<file path="config.mk">
export PLATFORM = sky130hd
export DESIGN_NAME = digota_gate_drv
export DESIGN_NICKNAME = d
export VERILOG_FILES = /design/src/rtl/digota_gate_drv.sv
export SDC_FILE = /design/constraint.sdc
export NUM_CORES = 1
export LEC_CHECK = 0
export CAP_MARGIN = 25
export CORE_MARGIN = 10
export CORE_UTILIZATION = 55
export CTS_BUF_LIST = sky130_fd_sc_hd__clkbuf_8 sky130_fd_sc_hd__clkbuf_16
export CTS_CLUSTER_DIAMETER = 200
export CTS_CLUSTER_SIZE = 25
export DETAILED_ROUTE_END_ITERATION = 12
export PLACE_DENSITY = 0.88
export SKIP_LAST_GASP = 1
export SLEW_MARGIN = 10
export SYNTH_ARGS = -nofsm -noshare
export SYNTH_HDL_FRONTEND = slang
export SYNTH_SLANG_ARGS = --single-unit
</file>
<file path="constraint.sdc">
create_clock -name clk -period 3.8 [get_ports clk]
set_input_delay 0.57 -clock clk [delete_from_list [all_inputs] [get_ports clk]]
set_output_delay 0.57 -clock clk [all_outputs]
set_load 0.05 [all_outputs]
</file>
<file path="src/rtl/digota_gate_drv.sv">
// DIGOTA gate driver: synchronised requests, two dead-time legs, fault flag.
// Optional glitch filter enabled by DIGOTA_GLITCH_FILTER_EN.
module digota_gate_drv #(
    parameter int DT_W     = 4,
    parameter int FILT_LEN = 3
) (
    input  logic            clk,
    input  logic            rst_n,
    input  logic            opmos_req,
    input  logic            onmos_req,
    input  logic            cmpmos_req,
    input  logic            cmnmos_req,
    input  logic [DT_W-1:0] dt_sel,
    input  logic            fault_clr,
    output logic            opmos_g,
    output logic            onmos_g,
    output logic            cmpmos_g,
    output logic            cmnmos_g,
    output logic            busy,
    output logic            fault_sticky
);

    typedef enum logic [1:0] {
        S_OFF  = 2'd0,
        S_PON  = 2'd1,
        S_NON  = 2'd2,
        S_DEAD = 2'd3
    } state_e;

    // Bit order {cmnmos, cmpmos, onmos, opmos}; OFF request is pmos=1, nmos=0.
    localparam logic [3:0] REQ_OFF = 4'b0101;

    if (FILT_LEN < 2 || FILT_LEN > 15) begin : g_filt_len_range
        $error("FILT_LEN must be in 2..15");
    end

    logic [3:0] sync1_q;
    logic [3:0] sync2_q;
    logic [3:0] req;

    state_e          state_q [2];
    state_e          state_d [2];
    logic [DT_W-1:0] cnt_q   [2];
    logic [DT_W-1:0] cnt_d   [2];
    logic [1:0]      pg_d;
    logic [1:0]      ng_d;
    logic            busy_d;
    logic            conflict;
    logic            fault_d;
    logic [DT_W-1:0] dt_load;

    always_ff @(posedge clk) begin
        if (!rst_n) begin
            sync1_q <= REQ_OFF;
            sync2_q <= REQ_OFF;
        end else begin
            sync1_q <= {cmnmos_req, cmpmos_req, onmos_req, opmos_req};
            sync2_q <= sync1_q;
        end
    end

`ifdef DIGOTA_GLITCH_FILTER_EN
    logic [3:0] filt_q;
    logic [3:0] fcnt_q [4];

    // A bit follows the synchroniser only after FILT_LEN agreeing samples.
    always_ff @(posedge clk) begin
        if (!rst_n) begin
            filt_q <= REQ_OFF;
            for (int b = 0; b < 4; b++) fcnt_q[b] <= '0;
        end else begin
            for (int b = 0; b < 4; b++) begin
                if (sync2_q[b] != filt_q[b]) begin
                    if (fcnt_q[b] == 4'(FILT_LEN - 1)) begin
                        filt_q[b] <= sync2_q[b];
                        fcnt_q[b] <= '0;
                    end else begin
                        fcnt_q[b] <= fcnt_q[b] + 4'd1;
                    end
                end else begin
                    fcnt_q[b] <= '0;
                end
            end
        end
    end

    assign req = filt_q;
`else
    assign req = sync2_q;
`endif

    assign dt_load = (dt_sel == '0) ? DT_W'(1) : dt_sel;

    always_comb begin
        conflict = 1'b0;
        busy_d   = 1'b0;
        for (int l = 0; l < 2; l++) begin
            logic   pr;
            logic   nr;
            state_e tgt;
            pr = req[2*l];
            nr = req[2*l+1];
            if (!pr && nr) conflict = 1'b1;
            if (!pr && !nr)     tgt = S_PON;
            else if (pr && nr)  tgt = S_NON;
            else                tgt = S_OFF;
            state_d[l] = state_q[l];
            cnt_d[l]   = cnt_q[l];
            unique case (state_q[l])
                S_OFF: state_d[l] = tgt;
                S_PON, S_NON: begin
                    if (tgt != state_q[l]) begin
                        state_d[l] = S_DEAD;
                        cnt_d[l]   = dt_load;
                    end
                end
                S_DEAD: begin
                    if (cnt_q[l] <= DT_W'(1)) begin
                        state_d[l] = tgt;
                        cnt_d[l]   = '0;
                    end else begin
                        cnt_d[l] = cnt_q[l] - DT_W'(1);
                    end
                end
                default: state_d[l] = S_OFF;
            endcase
            pg_d[l] = (state_d[l] != S_PON);
            ng_d[l] = (state_d[l] == S_NON);
            if (state_d[l] == S_DEAD) busy_d = 1'b1;
        end
        // A new conflict outranks a simultaneous clear.
        fault_d = conflict | (fault_sticky & ~fault_clr);
    end

    always_ff @(posedge clk) begin
        if (!rst_n) begin
            for (int l = 0; l < 2; l++) begin
                state_q[l] <= S_OFF;
                cnt_q[l]   <= '0;
            end
            opmos_g      <= 1'b1;
            onmos_g      <= 1'b0;
            cmpmos_g     <= 1'b1;
            cmnmos_g     <= 1'b0;
            busy         <= 1'b0;
            fault_sticky <= 1'b0;
        end else begin
            for (int l = 0; l < 2; l++) begin
                state_q[l] <= state_d[l];
                cnt_q[l]   <= cnt_d[l];
            end
            opmos_g      <= pg_d[0];
            onmos_g      <= ng_d[0];
            cmpmos_g     <= pg_d[1];
            cmnmos_g     <= ng_d[1];
            busy         <= busy_d;
            fault_sticky <= fault_d;
        end
    end

endmodule

</file>
==> impl_metrics.ini, run 1 <==
[synthesis]
syn-cell-area_sq_um = 1270
async_flop_share_pct = 0
yosysSeqAreaShare_pct = 40.9
synthesis.yosys.warnings = 0
post_synth_inst_count = 133
synth_flop_cell = sky130_fd_sc_hd__dfxtp_1
syn_area_per_cell_sq_um = 9.56
synthDistinctLibCells = 30
synth.ff_latch_count = 26
post-synth-top-area-fraction_pct = 40.9
synth-edff-count = 0
synth_fp_nets = 152
yosys-top-cells-area = sky130_fd_sc_hd__dfxtp_1 41%, sky130_fd_sc_hd__ha_1 7.9%, sky130_fd_sc_hd__inv_1 5.0%
synth_top_cell_by_area = sky130_fd_sc_hd__dfxtp_1

[die]
core-area_sq_um = 2210
num_io_pins = 17
row_count = 17
floorplan.die_area_sq_um = 4630
initial_utilization_pct = 57.5
dieWidth_um = 68.1
die_h_um = 68.1

[sta]
timing.fmax_mhz = 501
finClkSkew_ns = 0.00596
number_of_endpoints_failing_setup_at_the_final_stage = 0
grt_setup_unrepaired = false
hold_viol_final = 0
hold_slack_ns = 0.417
min_period_over_period_pct = 52.5
period_needed_ns = 1.99
slew_at_the_pin_closest_to_its_max_slew_limit_ns = 0.497
final.setup.tns_ns = 0
timing_max_transition_violations_final = 0
slew_headroom_pct = 66.8

[global_routing]
grt_max_degree = 16
grtUsageTotal_pct = 12.5
grt_first_pass_wirelength_um = 4510
first_global_vias = 1047
globalRouteOverflowTotal = 0
antenna_found_initial = 0

[setup_path]
critical_path_required_time_ns = 3.23
cp_arrival_ns = 1.42
timing.critical_path.buf_inv = 1
crit_fanout = 2
crit_path_max_incr_delay_ns = 0.81
endpoint_kind = output pin
crit_path_top_delay_cell = sky130_fd_sc_hd__clkdlybuf4s50_1
path_delay_family = buffers and inverters
crit_path_start_kind = flop
timing_worst_setup_path_type = reg2out
path_cells = clkdlybuf4s50_1

[placed_design]
post_detailed_placement_half_perimeter_wirelength_um = 1950
finalWeightedCongestion = 0.750
count_of_port_buffers_added_during_placement = 16

[clock_tree]
post_cts_setup_repair_bufs = 0
cts.hold.buffers_added = 0
numCtsBuffers = 3
path_clk_slew_ns = 0.09
root_buffer = sky130_fd_sc_hd__clkbuf_8
ctsResizeCount = 0
cts_htree_levels = 1
insertion_delay_ns = 0.27
tritoncts = yes
clk_path_buf_depth = 2
tritoncts_num_sinks = 26

[route]
num_vias = 1030
routed_wirelength_normalized_by_instance_count_um = 14.9
routed_wl_um = 2690
post-route-drc-count = 0
drt_first_iter_violations = 76
first_pass_iters = 4
routed_via_density = 5.72
drt.antenna.violating_nets = 0

[cells_and_area]
n_antenna_cell = 0
seq_area_sq_um = 520
drive_gt1_share_pct = 8.55
areaGrowthSynthToFinish_pct = 20.7
combined_area_of_the_multi_input_logic_cells_sq_um = 679
final.fill_count = 182
final_net_count = 172

[power_and_ir_drop]
power_density_nw_per_um2 = 373
leakagePower_uw = 0.000645
largest_voltage_drop_on_the_vdd_net_uv = 478

[run_status]
outcome = finished, final reports clean

[run]
drv_cap = 0

[worst_hold_path]
worst_hold_path_type = reg2reg
==> cell families (layout without fill, tap and decap cells) <==
| family | after synthesis | in the layout | share of synthesized area (%) |
|---|---|---|---|
| AOI/OAI and AO/OA | 42 | 42 | 29.8 |
| and+or+nand+nor | 36 | 36 | 14.4 |
| DFF | 26 | 26 | 40.9 |
| buffers and inverters | 19 | 38 | 5.61 |
| adders and majority gates | 8 | 8 | 7.87 |
| xor gates and xnor gates | 2 | 2 | 1.38 |
==> cell type report <==
| class | instances | area share, % |
|---|---|---|
| Inverter | 18 | 4.40 |
| Timing Repair Buffer | 16 | 10.4 |
| Clock buffer | 3 | 2.69 |
| Sequential cell | 26 | 33.9 |
| Tap cell | 28 | 2.28 |
| Multi-Input combinational cell | 88 | 44.3 |
| Clock inverter | 1 | 1.96 |
==> cell usage in the layout (no fill, tap or decap), drive strengths merged, types with 5 or more instances in the layout <==
cell           instances
and2                   6
o21ai                  5
nand2b                10
o221ai                 6
clkdlybuf4s50         16
inv                   18
dfxtp                 26
o211a                  6
ha                     8
nor2                  11
==> Yosys cell counts, types with 2 or more instances <==
master                     instances
sky130_fd_sc_hd__dfxtp_1          26
sky130_fd_sc_hd__o221ai_1          6
sky130_fd_sc_hd__o32ai_1           3
sky130_fd_sc_hd__o21ai_0           2
sky130_fd_sc_hd__a31oi_1           3
sky130_fd_sc_hd__a22oi_1           2
sky130_fd_sc_hd__nand2_1           4
sky130_fd_sc_hd__nor2_1           11
sky130_fd_sc_hd__o22ai_2           2
sky130_fd_sc_hd__o21ai_1           3
sky130_fd_sc_hd__and2_1            6
sky130_fd_sc_hd__o211a_1           6
sky130_fd_sc_hd__xnor2_1           2
sky130_fd_sc_hd__inv_1            17
sky130_fd_sc_hd__a311oi_2          3
sky130_fd_sc_hd__nor3_1            4
sky130_fd_sc_hd__o41ai_2           2
sky130_fd_sc_hd__a21oi_1           3
sky130_fd_sc_hd__ha_1              8
sky130_fd_sc_hd__nand2b_1         10
==> registers in the layout, indices dropped and copies added (netlist names) <==
register      count
busy              1
cmnmos_g          1
cmpmos_g          1
cnt_q             8
fault_sticky      1
onmos_g           1
opmos_g           1
req               4
state_q           4
sync1_q           4
==> power breakdown <==
part	internal (uW)	total, uW	switching [uW]
combinational	28.9	58.4	29.5
sequential	280	288	7.52
clock	141	226	85.0
total	450	572	122
==> worst paths after layout <==
kind                                    from      endpoint  slack [ns]  cells past startpoint
worst max-delay path            fault_sticky  fault_sticky        1.81                      1
worst min-delay path              sync1_q[2]        req[2]        0.42                      1
worst max register to register   cnt_q[0][0]          busy        1.88                      8
worst min register to register    sync1_q[2]        req[2]        0.42                      1
==> per-layer routing <==
layer | share of wire, % | up-vias | track usage [%]
li1 | - | 518 | -
met2 | 49 | 26 | 22.4
met4 | 1.2 | 0 | 3.02
met3 | 7.7 | 4 | 4.89
met5 | 0 | - | 0
met1 | 42 | 482 | 13.5
==> per-stage QoR <==
step | std cells | power [uW] | utilization [%] | cell area [sq um] | setup WS [ns]
after CTS | 180 | 574 | 69.3 | 1530 | 1.80
after detailed placement | 176 | 352 | 66.1 | 1460 | 1.85
after global placement | 176 | 349 | 66.1 | 1460 | 1.90
after global routing | 180 | 595 | 69.3 | 1530 | 1.64
after floorplan | 133 | 331 | - | 1270 | 2.12
final | 180 | 572 | 69.3 | 1530 | 1.81
Power figures use the tool's default switching activity.
==> run 2: changes to the inputs <==
CORE_UTILIZATION = 48   (was 55)
PLACE_DENSITY = 0.82   (was 0.88)
clock period = 1.82 ns   (was 3.8 ns; I/O delays follow)
==> run 2 against run 1 <==
Sequential power grew 110%. Final cell count grew 3.9%. Clock power grew 110%. Largest cell class unchanged. Sequential cell count is the same. Non-clock buffer count grew 5. Utilization shrank 3.5 points. Clock skew shrank 0.0042 ns. Total power grew 110%. Combinational power grew 130%. Global-route usage shrank 1.0 points. Routed wire length grew 6.0%.
==> impl_metrics.ini, run 2 (same netlist as run 1, synthesis figures left out) <==
[die]
core-area_sq_um = 2500
initial_utilization_pct = 50.9
num_io_pins = 17
row_count = 18
die_h_um = 71.5
floorplan.die_area_sq_um = 5110
dieWidth_um = 71.5

[placed_design]
post_detailed_placement_half_perimeter_wirelength_um = 2090
dpl_worst_slack_ns = -0.00946
finalWeightedCongestion = 0.732
count_of_port_buffers_added_during_placement = 16
place.detailed.instances = 181

[sta]
slew_headroom_pct = 66.3
hold_viol_final = 0
timing.fmax_mhz = 558
hold_slack_ns = 0.414
period_needed_ns = 1.79
slew_at_the_pin_closest_to_its_max_slew_limit_ns = 0.505
min_period_over_period_pct = 98.5
grt_setup_unrepaired = true
timing_max_transition_violations_final = 0
number_of_endpoints_failing_setup_at_the_final_stage = 0
finClkSkew_ns = 0.00176
setup_slack_ns = 0.0265

[cells_and_area]
n_antenna_cell = 0
final_net_count = 177
flip_flop_count_of_the_largest_register_after_layout = 8
drive_gt1_share_pct = 22.9
commonest_cells_after_routing_fill_and_taps_aside = 18 x sky130_fd_sc_hd__dfxtp_1, 16 x sky130_fd_sc_hd__inv_1, 16 x sky130_fd_sc_hd__clkdlybuf4s50_1, 11 x sky130_fd_sc_hd__nor2_1, 10 x sky130_fd_sc_hd__nand2b_1
register_bank_with_the_most_flops = cnt_q
finalCoreUtilization_pct = 65.8
layout_commonest_cell = sky130_fd_sc_hd__dfxtp_1
layoutNonFillerInstCount = 187
areaGrowthSynthToFinish_pct = 29.4

[global_routing]
first_global_vias = 1137
grtUsageTotal_pct = 11.5
antenna_found_initial = 0
globalRouteOverflowTotal = 0
grt_max_degree = 16
grt_first_pass_wirelength_um = 5040

[setup_path]
crit-reg2reg-capture = cmpmos_g
critical_path_required_time_ns = 1.98
r2r_start = cnt_q[0][4]
worst_setup_path_endpoint = cmpmos_g
crit_fanout = 6
path_cells = inv_1 -> ha_1 -> or2_1 -> a21o_2 -> a21oi_2 -> o21ai_1 -> nor2_1 -> nand2_1
startpoint = cnt_q[0][4]
timing_worst_setup_path_type = reg2reg
crit_path_max_incr_delay_ns = 0.37
endpoint_kind = flop
flop_to_flop_setup_slack_ns = 0.03
crit_path_start_kind = flop
crit_path_top_delay_cell = sky130_fd_sc_hd__dfxtp_4
rr_worst_depth = 8
cp_arrival_ns = 1.95

[power_and_ir_drop]
switching_share_pct = 21.3
share_clk_of_total_power_pct = 38.8
power.share.combinational_pct = 11.2
power_density_nw_per_um2 = 731
sequential_power_share_pct = 49.9
leakagePower_uw = 0.000680
largest_voltage_drop_on_the_vdd_net_uv = 768
power_report.internal_total_uw = 947
net-switching-power_uw = 256

[route]
routed_wl_um = 2850
routed_wirelength_normalized_by_instance_count_um = 15.2
drt.antenna.violating_nets = 0
routed_via_density = 5.72
first_pass_iters = 4
drt_first_iter_violations = 88
num_vias = 1070
post-route-drc-count = 0

[clock_tree]
tritoncts_num_sinks = 26
root_buffer = sky130_fd_sc_hd__clkbuf_8
insertion_delay_ns = 0.27
numCtsBuffers = 3
cts_htree_levels = 1
path_clk_slew_ns = 0.09
tritoncts = yes
cts.hold.buffers_added = 0
clk_path_buf_depth = 2

[worst_hold_path]
timing.hold.worst_path_depth = 1
worst_hold_path_type = reg2reg

[run]
drv_cap = 0

[run_status]
outcome = finished, final reports clean
==> run 2: how the worst min path moves through the flow <==
stage	startpoint	end	slack, ns
final	sync1_q[2]	req[2]	0.41
after global routing	sync1_q[2]	req[2]	0.45
after CTS	sync1_q[2]	req[2]	0.42
after global placement	sync1_q[2]	req[2]	0.39
after detailed placement	sync1_q[2]	req[2]	0.40
after floorplan	rst_n	req[0]	0.35
==> run 2: layer usage <==
layer	part of all wire, %	up-vias	global-route usage [%]	wire length (um)
met5	0	-	0	0
met4	1.2	0	4.30	33
met3	3.4	4	2.89	98
met2	54	22	20.8	1530
met1	42	515	12.4	1190
li1	-	529	-	-
==> run 2: cell type report <==
type | count | area, sq um
Clock buffer | 3 | 41.3
Sequential cell | 26 | 533
Tap cell | 30 | 37.5
Multi-Input combinational cell | 88 | 738
Fill cell | 191 | 855
Clock inverter | 1 | 30.0
Inverter | 18 | 67.6
Timing Repair Buffer | 21 | 198
==> run 2: power by group through the flow <==
stage | clock, uW | sequential (uW) | combinational [uW]
finish | 467 | 601 | 135
global route | 507 | 604 | 149
CTS | 475 | 601 | 126
detailed placement | 0 | 614 | 123
global placement | 0 | 613 | 119
floorplan | 0 | 619 | 71.0
==> run 2: metrics by stage <==
stage / setup TNS, ns / total power, uW / area (sq um)
after floorplan: 0 / 690 / 1270
after global placement: 0 / 732 / 1490
after detailed placement: -0.00946 / 737 / 1490
after CTS: 0 / 1200 / 1570
after global routing: -0.207 / 1260 / 1650
final: 0 / 1200 / 1650
==> run 2: what timing repair did <==
item,CTS,global route
gates resized for setup,2,18
pin swaps,1,12
setup buffers,0,2
endpoints found under the setup margin,2,16
==> run 2: critical path, delay by kind of cell, from the launching register on <==
family | cells | cell delay, ns
AO/OA/AOI/OAI | 3 | 0.53
AND/OR/NAND/NOR | 3 | 0.51
flip-flops | 1 | 0.37
adder cells (fa/ha/maj) | 1 | 0.22
buffers and inverters | 1 | 0.05
==> run 3: changes to the inputs <==
CTS_CLUSTER_DIAMETER = 50   (was 200)
==> results of run 3 <==
No change in the layout: final DEF, timing and power equal those of run 2.
==> RTL edit 1, RTL diff (config.mk and constraints of run 2) <==
Set the parameter `DT_W` to 6 (it was 4).
--- a/src/rtl/digota_gate_drv.sv
+++ b/src/rtl/digota_gate_drv.sv
@@ -3,3 +3,3 @@
 module digota_gate_drv #(
-    parameter int DT_W     = 4,
+    parameter int DT_W     = 6,
     parameter int FILT_LEN = 3
Ports: changed (resized dt_sel); port bits go from 17 to 19. The function was not compared with the original's and may differ.
==> RTL edit 1 against run 2 <==
  * Setup slack worse by 0.017 ns
  * Design area up 46%
  * Power up 30%
  * Sequential cell count up 4
  * Die area up 28%
  * Routed wire length up 57%
  * Area after synthesis up 40%
  * Clock skew up 0.0039 ns
  * Largest power group unchanged
  * Highest routed layer unchanged
==> RTL edit 1: results (changes against run 2) <==
status=complete, no violations; CTS Buffer Depth=2 (unchanged); max FFs per register=12 (+4); slew margin rel.=66.5% (+0.30 points); Yosys cell types=54 (+80%); FFs w/ async S/R, synth=0% (unchanged); Via density=5.67 (-0.99%); DP HPWL=2970 um (+42%); layout cells sized above 1=29.0% (+6.1 points); synth top area cells=dfxtp_1 (34%), ha_1 (5.6%), inv_1 (4.2%), and2_1 (3.2%), a32o_1 (2.8%); synth warn=0 (unchanged); vias in the first global route=1585 (+39%); first-pass GRT wire length=7140 um (+42%); CP max-delay cell=nor4_4; final wirelength=4490 um (+57%); pin count of the biggest net entering global routing=15 (-1); cts bufs inserted=5 (+2); HP Class=register to register; crit path DAT=1.99 ns (+0.04 ns); drt first pass iters=4 (unchanged); worst vdd ir=441 uV (-43%); Nets=268 (+51%); top cells by count, synth=dfxtp_1 (30), inv_1 (20), nand2_1 (11); Lkg Pwr=1.03 nW (+52%); Final Core Density=66.8% (+0.94 points); GPL Wtd Cong=0.875 (+19%); Synth Net Count=221 (+45%); port bufs=18 (+2); CP Max Fanout=4 (-2); clock skew=0.00564 ns (+0.00388 ns); sequential element share of the synthesized area=33.8% (-7.1 points); Worst-path clk slew=0.07 ns (-0.02 ns); worst slack, placed=-0.00514 ns (+0.00432 ns); DRT iter0 DRCs=104 (+18%); GRT Util Overall=13.5% (+2.1 points); Fill cells=270 (+41%); Cell Area, Placed=0.00215 mm2 (+44%); number of H-tree levels=2 (+1)
## RTL edit 1: cell types whose count changed in the layout (fill, tap and decap cells not counted), moves of 4 or more
| cell | change |
|---|---|
| clkbuf_8 | +5 |
| nor2b_1 | +7 |
| o21ai_0 | +7 |
| buf_4 | +24 |
| dfxtp_1 | +7 |
| a32o_1 | +5 |
| nand3_1 | +4 |
| nand2b_1 | -4 |
| nand2_1 | +7 |
| a311oi_2 | -4 |
| and3_1 | +6 |
## RTL edit 1: timing repair
item / CTS / global route
cloned: 0 / 1
gates resized for setup: 4 / 18
buffers inserted: 0 / 6
endpoints found under the setup margin: 4 / 19
pin swaps: 0 / 6
## RTL edit 1: worst paths after layout
path / from / end / slack, ns / cells past startpoint
worst max-delay path: req[0] / busy / 0.009 / 6
worst max register to register: req[0] / busy / 0.009 / 6
worst min register to register: sync1_q[2] / req[2] / 0.41 / 1
worst min-delay path: sync1_q[2] / req[2] / 0.41 / 1
## RTL edit 1: through the flow
stage,hold slack (ns),setup TNS [ns],cells
6_report,0.407,0,296
3_3_place_gp,0.389,0,281
5_1_grt,0.437,-0.116,296
3_5_place_dp,0.398,-0.00628,281
2_1_floorplan,0.374,0,200
4_1_cts,0.412,-0.00396,289
## RTL edit 1: cell families after synthesis
group	share of synthesized area [%]
compound gates	28.0
fa+ha+maj	5.64
buf+inv	6.48
flops	33.8
simple gates	26.1
## RTL edit 1: metal layers
metal,part of all wire [%],vias up,global-route usage (%),wire (um)
li1,-,834,-,-
met1,43,790,16.0,1940
met2,49,44,22.8,2200
met3,5.2,9,2.98,232
met4,2.5,0,6.40,110
met5,0,-,0,0
## RTL edit 1: power breakdown
group / switching [mW] / internal [mW] / leakage (nW)
clock network: 0.253 / 0.382 / 0.0575
logic: 0.126 / 0.116 / 0.731
registers: 0.0148 / 0.678 / 0.247
## RTL edit 1: worst max-delay path, delay by kind of cell (launching register included)
kind | cells | cell delay, ns
buf+inv | 2 | 0.38
simple gates | 1 | 0.38
compound gates | 3 | 0.61
flops | 1 | 0.33
## RTL edit 1: final cells by class
cell class	count	area share [%]
clock buffer	8	4.57
inverter	20	3.12
multi-input combinational	142	47.9
sequential	30	25.2
tap	48	2.49
timing repair buffer	48	16.7
==> RTL edit 2, RTL diff (config.mk and constraints of run 2) <==
Without the edit above. Register the inputs `opmos_req`, `onmos_req`, `cmpmos_req`, `cmnmos_req`, `dt_sel` and `fault_clr` before use. The logic sees them one clock later.
--- a/src/rtl/digota_gate_drv.sv
+++ b/src/rtl/digota_gate_drv.sv
@@ -32,2 +32,18 @@
 
+    logic opmos_req_q;
+    logic onmos_req_q;
+    logic cmpmos_req_q;
+    logic cmnmos_req_q;
+    logic [DT_W-1:0] dt_sel_q;
+    logic fault_clr_q;
+
+    always_ff @(posedge clk) begin
+        opmos_req_q  <= opmos_req;
+        onmos_req_q  <= onmos_req;
+        cmpmos_req_q <= cmpmos_req;
+        cmnmos_req_q <= cmnmos_req;
+        dt_sel_q     <= dt_sel;
+        fault_clr_q  <= fault_clr;
+    end
+
     if (FILT_LEN < 2 || FILT_LEN > 15) begin : g_filt_len_range
@@ -56,3 +72,3 @@
         end else begin
-            sync1_q <= {cmnmos_req, cmpmos_req, onmos_req, opmos_req};
+            sync1_q <= {cmnmos_req_q, cmpmos_req_q, onmos_req_q, opmos_req_q};
             sync2_q <= sync1_q;
@@ -91,3 +107,3 @@
 
-    assign dt_load = (dt_sel == '0) ? DT_W'(1) : dt_sel;
+    assign dt_load = (dt_sel_q == '0) ? DT_W'(1) : dt_sel_q;
 
@@ -131,3 +147,3 @@
         // A new conflict outranks a simultaneous clear.
-        fault_d = conflict | (fault_sticky & ~fault_clr);
+        fault_d = conflict | (fault_sticky & ~fault_clr_q);
     end
Formal check against the unedited RTL: not equivalent (a bounded check fails within 4 cycles, from zero or initial values and one cycle with rst_n low).
==> RTL edit 2 against run 2 <==
  * The flow now finishes with violations (setup timing)
  * Sequential cell count up 9
  * Critical path depth stayed put
  * Die area up 15%
  * Hold slack worse by 0.0060 ns
  * Area after synthesis increased by 20%
  * Cell count grew 29%
  * Power rose by 29%
  * Clock power up 21%
  * Sequential power increased by 36%
  * Routed wire length up 17%
  * Setup slack lost 0.034 ns
  * Global-route usage fell by 0.17 points
  * Design area rose by 24%
==> RTL edit 2: results (changes against run 2) <==
status=complete, but fails checks; violated checks=setup timing; Lkg Pwr=0.821 nW (+21%); Via density=5.34 (-6.7%); post-cts repair resize count=5 (+3); top cells by count, synth=dfxtp_1 (35), inv_1 (19), nor2_1 (12); compound-cell area share of the yosys netlist=22.2% (-7.6 points); worst hold path startpoint=sync1_q[0]; Post-Synth XOR/XNOR Area=1.72% (+0.34 points); DRT iter0 DRCs=70 (-20%); number of H-tree levels=2 (+1); Worst-path clk slew=0.07 ns (-0.02 ns); crit path from=state_q[0][1]; Mapped Area=0.00153 mm2 (+20%); Sequential Power Share=52.6% (+2.7 points); crit path DAT=2.01 ns (+0.06 ns); GPL Wtd Cong=0.796 (+8.6%); Crit path largest cell delay=0.34 ns (-0.03 ns); Fill cells=241 (+26%); die area=0.00585 mm2 (+15%); PnR worst setup slack=-0.00777 ns (-0.0343 ns); first-pass GRT wire length=5510 um (+9.3%); DP HPWL=2380 um (+14%); Hold WS=0.408 ns (-0.00602 ns); post-synthesis mux area share=0.654% (+0.65 points); cts bufs inserted=5 (+2); Yosys cell types=43 (+43%); Worst Tran Pin Value=0.511 ns (+0.00596 ns); worst-skew pair later-pin latency=0.29 ns (+0.02 ns); setup violators final=1 (+1); final wirelength=3320 um (+17%); CP endpoint=cnt_q[0][2]; clock skew=0.00417 ns (+0.00241 ns); Cell Int Power=1.15 mW (+22%); Nets=215 (+21%); Post-CTS Repair Setup Buffers=2 (+2); synth top area cells=dfxtp_1 (46%), ha_1 (6.5%), inv_1 (4.7%), nor2_1 (2.9%), nand2b_1 (2.9%); Synth Net Count=179 (+18%); worst vdd ir=545 uV (-29%); Combinational Power Share=11.0% (-0.2 points); vias in the first global route=1266 (+11%); Hold EP=req[0]; layout cells sized above 1=26.9% (+4.0 points); sequential element share of the synthesized area=45.8% (+4.8 points)
RTL edit 2: through the flow:
step	cells	area [um2]	setup slack (ns)	setup TNS, ns
3_5_place_dp	226	1800	-0.0270	-0.0311
5_1_grt	241	2030	-0.0578	-0.242
6_report	241	2030	-0.00777	-0.00777
4_1_cts	236	1940	0.00210	0
2_1_floorplan	160	1530	0.0182	0
3_3_place_gp	226	1800	0.0531	0
RTL edit 2: cell type report:
cell class | instances | area [um2] | share of cell area [%]
clock inverters | 3 | 23.8 | 1.17
multi-input cells | 101 | 806 | 39.6
inverters | 19 | 73.8 | 3.63
well taps | 44 | 55.1 | 2.71
clock buffers | 5 | 68.8 | 3.38
flip-flops and latches | 35 | 707 | 34.8
repair buffers | 34 | 299 | 14.7
RTL edit 2: layer usage:
layer,part of all wire [%],vias up,GRT usage [%]
li1,-,646,-
met1,42,605,11.8
met5,0,-,0
met2,53,31,19.8
met4,0.81,0,5.20
met3,4.8,4,4.01
